**src/rtl/alu_op_issuer.sv**
```systemverilog
// alu_op_issuer: execute-stage ALU front end (decode, operand issue, result capture); ALU_ISSUE_ILLEGAL_TRAP_EN enables the illegal-instruction trap
module alu_op_issuer #(
    parameter int DATA_W = 32,
    parameter int OPRN_W = 6
) (
    input  logic              clk,
    input  logic              rst,
    input  logic              in_valid,
    output logic              in_ready,
    input  logic [31:0]       instr,
    input  logic [DATA_W-1:0] rs_data,
    input  logic [DATA_W-1:0] rt_data,
    output logic [DATA_W-1:0] alu_op1,
    output logic [DATA_W-1:0] alu_op2,
    output logic [OPRN_W-1:0] alu_oprn,
    input  logic [DATA_W-1:0] alu_out,
    input  logic              alu_zero,
    output logic              out_valid,
    input  logic              out_ready,
    output logic [DATA_W-1:0] result,
    output logic              zero_flag
`ifdef ALU_ISSUE_ILLEGAL_TRAP_EN
    ,
    output logic              illegal
`endif
);
`ifdef ALU_ISSUE_ILLEGAL_TRAP_EN
    localparam bit TRAP_EN = 1'b1;
`else
    localparam bit TRAP_EN = 1'b0;
`endif
    typedef enum logic [1:0] {IDLE, EXEC, DONE} state_t;
    state_t state, state_nx;
    logic [5:0]        opcode, funct, dec_code;
    logic [DATA_W-1:0] dec_op1, dec_op2, se_imm, ze_imm, ze_shamt;
    logic              dec_ill, trap, accept;
    logic              unused_instr;
    assign opcode       = instr[31:26];
    assign funct        = instr[5:0];
    assign se_imm       = {{(DATA_W-16){instr[15]}}, instr[15:0]};
    assign ze_imm       = DATA_W'(instr[15:0]);
    assign ze_shamt     = DATA_W'(instr[10:6]);
    assign unused_instr = ^instr[25:16];
    assign accept       = in_valid && in_ready;
    assign trap         = TRAP_EN && dec_ill;
    // decode opcode/funct into ALU operation and operand selection
    always_comb begin
        dec_code = 6'h00;
        dec_op1  = rs_data;
        dec_op2  = rt_data;
        dec_ill  = 1'b0;
        case (opcode)
            6'h00:
                case (funct)
                    6'h20, 6'h22, 6'h2c, 6'h24, 6'h25, 6'h27, 6'h2a: dec_code = funct;
                    6'h01, 6'h02: begin
                        dec_code = funct;
                        dec_op1  = rt_data;
                        dec_op2  = ze_shamt;
                    end
                    default: dec_ill = 1'b1;
                endcase
            6'h08, 6'h23, 6'h2b: begin
                dec_code = 6'h20;
                dec_op2  = se_imm;
            end
            6'h1d: begin
                dec_code = 6'h2c;
                dec_op2  = se_imm;
            end
            6'h0a: begin
                dec_code = 6'h2a;
                dec_op2  = se_imm;
            end
            6'h0c: begin
                dec_code = 6'h24;
                dec_op2  = ze_imm;
            end
            6'h0d: begin
                dec_code = 6'h25;
                dec_op2  = ze_imm;
            end
            6'h04, 6'h05: dec_code = 6'h22;
            6'h0f: begin
                dec_code = 6'h01;
                dec_op1  = ze_imm;
                dec_op2  = DATA_W'(16);
            end
            default: dec_ill = 1'b1;
        endcase
    end
    // state register
    always_ff @(posedge clk or posedge rst)
        if (rst) state <= IDLE;
        else     state <= state_nx;
    // next state: trapped instructions skip EXEC
    always_comb begin
        state_nx = state;
        case (state)
            IDLE:    state_nx = accept ? (trap ? DONE : EXEC) : IDLE;
            EXEC:    state_nx = DONE;
            DONE:    state_nx = out_ready ? IDLE : DONE;
            default: state_nx = IDLE;
        endcase
    end
    // handshake outputs; ready held low while reset is asserted
    always_comb begin
        in_ready  = (state == IDLE) && !rst;
        out_valid = (state == DONE);
    end
    // operand issue on acceptance, result capture in EXEC (or cleared on trap)
    always_ff @(posedge clk or posedge rst)
        if (rst) begin
            alu_op1   <= '0;
            alu_op2   <= '0;
            alu_oprn  <= '0;
            result    <= '0;
            zero_flag <= 1'b0;
        end else begin
            if (accept && !trap) begin
                alu_op1  <= dec_op1;
                alu_op2  <= dec_op2;
                alu_oprn <= OPRN_W'(dec_code);
            end
            if (state == EXEC) begin
                result    <= alu_out;
                zero_flag <= alu_zero;
            end else if (accept && trap) begin
                result    <= '0;
                zero_flag <= 1'b0;
            end
        end
`ifdef ALU_ISSUE_ILLEGAL_TRAP_EN
    // illegal flag: set on trapped acceptance, cleared by the result handshake
    always_ff @(posedge clk or posedge rst)
        if (rst)                         illegal <= 1'b0;
        else if (accept && trap)         illegal <= 1'b1;
        else if (out_valid && out_ready) illegal <= 1'b0;
`endif
endmodule

```
**config.mk**
```make
export PLATFORM = sky130hd
export DESIGN_NAME = alu_op_issuer
export DESIGN_NICKNAME = d
export VERILOG_FILES = /design/src/rtl/alu_op_issuer.sv
export SDC_FILE = /design/constraint.sdc
export NUM_CORES = 1
export LEC_CHECK = 0
export CAP_MARGIN = 20
export CORE_MARGIN = 8
export CORE_UTILIZATION = 40
export DETAILED_ROUTE_END_ITERATION = 6
export HOLD_SLACK_MARGIN = 0.12
export PLACE_DENSITY = 0.79
export REMOVE_ABC_BUFFERS = 1
export SETUP_SLACK_MARGIN = 0.5
export SYNTH_ARGS = -nofsm -noshare
export SYNTH_HDL_FRONTEND = slang
export SYNTH_SLANG_ARGS = --single-unit
```
**constraint.sdc**
```tcl
create_clock -name clk -period 6.4 [get_ports clk]
set_input_delay 0.96 -clock clk [delete_from_list [all_inputs] [get_ports clk]]
set_output_delay 0.96 -clock clk [all_outputs]
set_load 0.02 [all_outputs]
```
# Word level (Yosys, flattened, before mapping)
# Cells that the tools add are included.
# totals
ff_bits,105
inputBits,133
out_inout_bits,105
wordCells,47
# classes
eq_ne,21
n_mux,9
reduce_logical,11
# ops
operator,count
32-bit one-hot mux with 4 select lines,1
32-bit two-way mux,2
32-bit one-hot mux with 2 select lines,1
6-bit equality test (second input constant),9
6-bit one-hot mux with 8 select lines,1
6-bit by 4-bit equality test with 1-bit output (second input constant),5
6-bit by 3-bit equality test with 1-bit output (second input constant),2
9-bit OR reduction,1
6-bit by 1-bit equality test with 1-bit output (second input constant),1
6-bit by 2-bit equality test with 1-bit output (second input constant),1
6-bit by 5-bit equality test with 1-bit output (second input constant),1
6-bit logical NOT,1
6-bit two-way mux,1
2-bit one-hot mux with 3 select lines,1
2-bit OR reduction,3
5-bit OR reduction,1
3-bit OR reduction,1
2-bit by 1-bit equality test with 1-bit output (second input constant),1
2-bit equality test (second input constant),1
1-bit logical AND,2
2-bit logical NOT,1
2-bit two-way mux,1
1-bit logical NOT,1
1-bit two-way mux,1

# Depth between registers and ports, before layout
# logic_depth
ltp_word,5
depth_mapped,7
depth_no_buf,6

# Worst setup path after synthesis
# OpenSTA, ideal clock, no wires.
# synth_path
kind,input port to flip-flop
from,in rst
to,reg alu_op1[21]
setup_ns,0.073
arrival_time_ns,2.552
required_time_ns,6.327
slack_ns,3.775
stages,7
n_path_buf,2
cell_sequence,nor3_1 > nand2_1 > clkinv_1 > clkbuf_1 > clkbuf_1 > nor2_1 > nor2_1
# synth_via
elab_chain_len,3
# synth_rtl
item,line_no,text
start: declaration,7,"input logic rst,"
1-bit logical NOT (no line),--,
1-bit logical AND,108,in_ready = (state == IDLE) && !rst;
1-bit logical AND,44,assign accept = in_valid && in_ready;
end signal: assignment,121,alu_op1 <= dec_op1;
end: declaration,13,"output logic [DATA_W-1:0] alu_op1,"
# Every way passes these cells.
# A chain may end at the register's enable or synchronous reset.

# Worst setup path in the final report
# layout_path
from,in rst
to,out in_ready
# layout_via
elab_chain_len,2
# layout_rtl
item,line_no,text
1-bit logical NOT (no line),--,
1-bit logical AND,108,
end: declaration,9,"output logic in_ready,"
# Every way passes these cells.

==> impl_results.md <==
* Status: completed
* Final net count at 823
* Hold buffer count at CTS at 0
* Pin count of the biggest net entering global routing at 69
* Pwr/cell area at 327.1 nW/um^2
* Static Leakage at 3.049 nW
* Min-delay worst type: flop to flop
* Max clock buf depth at 2
* Final Core Density at 0.6329
* Critical Path Stages at 3
* Drt wl/cell at 20.17 um
* Worst hold margin at 0.4934 ns
* Synth async-reset ratio at 1.000
* Slowest cell on the critical path: clkdlybuf4s50_1
* TritonCTS clock tree: done
* Synth top area cells: dfrtp_1 53%, mux2_2 7.5%, nor2_1 6.3%
* Library cells used by synthesis at 50
* Synth Flop Type: dfrtp_1
* Worst Reg-to-Reg Cells at 7
* Max FO, Critical Path at 2
* # setup viols final at 0
* Initial antenna violation count at 0
* CP delay by family, top: buffers and inverters
* Cell accounting for the most synthesized area: dfrtp_1
* Starting DRT DRC Count at 354
* Setup CP Type: input port to output port
* # Post-CTS Setup Buffers at 0
* Critical Path RT at 5.44 ns
* Initial DRT Pass Iterations at 4
* Crit end category: output port
* Buf+Inv Stages, Crit Path at 2
* Overall routing resource usage at 0.2067
* Die area at 16,240 sq um
* Dpl hpwl at 12,970 um
* Worst-path clk slew at 0.06 ns
* Mapped Cells at 482
* I/O pin cnt at 238
* Critical Path Source: rst
* Ys Warns at 0
* Height of the die at 127.4 um
* Worst-Skew Late Latency at 0.34 ns
* # fillers at 1,012
* WL final at 17,370 um
* Critical path capture point: in_ready
* DR vias at 4,590
* Residual DRC at 0
* Mapped cell area at 4966 sq um
* H-Tree Level Count at 3
* Post-cts repair resize count at 0
* Maximum vdd ir drop at 0.1553 mV
* Final Cycle Share at 0.5304
* Relative slew slack at 0.2709
* Vias in the first global route at 4,618
* Critical path, cell by cell: clkdlybuf4s50_1 -> nor3_1 -> clkdlybuf4s50_1
* Worst reg2reg path startpoint: state[1]
* Rows at 40
* Final ANT Viol Nets at 0
* Post-Route Skew at 0.007326 ns
* Largest stage delay on the critical path at 0.69 ns
* Via density at 5.331
* Data arrival time of the worst path at 2.43 ns
* Area grow syn2layout at 53.72%
* Max cap viols at 0
* CP dominant cell by count: clkdlybuf4s50_1
* FMAX at 294.6 MHz
* Share of the yosys chip area belonging to registers at 0.5291
* R2R setup slack at 3.69 ns
* Antenna cell count at 0
* Die width at 127.4 um
* Startpoint types: input port
* Syn avg cell area at 10.30 sq um
* CORE AREA at 12,060 sq um
* RSZ-0062 raised after global routing: no
* CTS buffer count at 9
* Gpl congestion at 0.8630
* Fin crit period at 3.395 ns
* Final slew viol count at 0
* Initial core utilization at 0.4117
* Port Buf Inserts at 227
* Worst Max-Slew Pin Slew at 1.091 ns
* Final Hold Viols at 0
* Root buffer cell: clkbuf_16
* Total Neg Setup Slack at 0 ns
* First-pass GRT wire length at 26,380 um
* Yosys top cell area share at 0.5291
* Post-synth EDFFs at 0
* Total grt overflow at 0
* Layout cells sized above 1 at 0.1255
* FF+latch count, synth at 105
* Worst R2R End: alu_oprn[1]
* Sink Count at 105
==> worst min-delay path by stage <==
stage,slack (ns),startpoint,cells after the start,endpoint
floorplan,0.55,state[1],2,state[1]
global placement,0.48,alu_oprn[3],2,alu_oprn[3]
detailed placement,0.48,alu_oprn[3],2,alu_oprn[3]
CTS,0.50,alu_oprn[3],2,alu_oprn[3]
global route,0.52,result[19],1,result[19]
finish,0.49,alu_oprn[3],2,alu_oprn[3]
==> metrics by stage <==
stage | cells | worst slack, ns | instance area, sq um | power [W]
after global routing | 861 | 2.823 | 7634 | 0.002620
after floorplan | 442 | 1.982 | 4778 | 0.001418
after detailed placement | 847 | 2.639 | 7357 | 0.001995
final | 861 | 3.005 | 7634 | 0.002497
after global placement | 847 | 2.633 | 7357 | 0.001967
after CTS | 861 | 2.977 | 7634 | 0.002531
==> synthesized netlist by cell type, drive strengths merged, types with 2 or more instances <==
cell,number
o21ai,39
a2bb2oi,2
a221oi,37
nor2b,3
nor3,8
mux2,33
dfrtp,105
and2,2
o32ai,2
nand2,36
a31oi,4
or2,2
nor2,84
nand2b,3
or4,3
buf,14
a21oi,41
a22oi,12
clkbuf,26
nand3,2
nor4,2
inv,4
==> logic make-up (layout without fill, tap and decap cells) <==
| kind of cell | count (synthesis) | after routing | share of synthesized area |
|---|---|---|---|
| buffers and inverters | 45 | 256 | 0.04157 |
| AND/OR/NAND/NOR | 152 | 152 | 0.1401 |
| flip-flops | 105 | 105 | 0.5291 |
| multiplexers | 33 | 33 | 0.07483 |
| XOR/XNOR | 2 | 2 | 0.003528 |
| AO/OA/AOI/OAI | 145 | 145 | 0.2109 |
==> worst reg2reg max path, cell delays in order, from the launching register on <==
cell,delay [ns]
dfrtp_1,0.39
nor3_1,0.35
nand2_2,0.39
inv_2,0.53
buf_4,0.52
o31ai_1,0.17
a21oi_1,0.17
nor3_2,0.07
==> registers in the layout (all words and copies together), names as in the netlist <==
signal	cells
alu_op2	32
state	2
alu_oprn	6
zero_flag	1
result	32
alu_op1	32
==> per-layer routing <==
metal | vias to the layer above | GRT usage | wire length, um
li1 | 2162 | - | -
met4 | 0 | 0.05598 | 285
met3 | 19 | 0.04534 | 1118
met2 | 203 | 0.3607 | 8659
met1 | 2206 | 0.2518 | 7304
met5 | - | 0 | 0
==> placed cells by master (no fill, tap or decap), types with 2 or more instances in the layout <==
master,instances
nor2_1,83
clkbuf_1,2
buf_4,10
nand3_1,2
nor2b_1,3
a221oi_1,23
dfrtp_1,105
nand2_1,35
clkdlybuf4s50_1,227
nor3_2,2
inv_2,2
or2_2,2
and2_1,2
nor3_1,6
a221oi_2,14
or4_4,2
a2bb2oi_1,2
nor4_4,2
mux2_2,33
o21ai_1,16
a22oi_1,12
a21oi_1,41
nand2b_1,3
a31oi_1,4
inv_1,2
o21ai_0,23
clkbuf_16,9
==> power breakdown <==
part           leakage (nW)  switching (W)  internal, W
Sequential             1.21      0.0000966     0.000847
Combinational          1.71       0.000514     0.000512
Clock                 0.135       0.000228     0.000299
Total                  3.05       0.000838      0.00166
==> layout make-up <==
type | instances | area, sq um | area share
clock inverters | 3 | 43.79 | 0.005737
clock buffers | 11 | 232.7 | 0.03049
multi-input cells | 332 | 2151 | 0.2818
well taps | 168 | 210.2 | 0.02754
flip-flops and latches | 105 | 2628 | 0.3442
repair buffers | 237 | 2347 | 0.3075
inverters | 5 | 21.27 | 0.002786
Note: power is estimated with default switching activity, not from simulation.
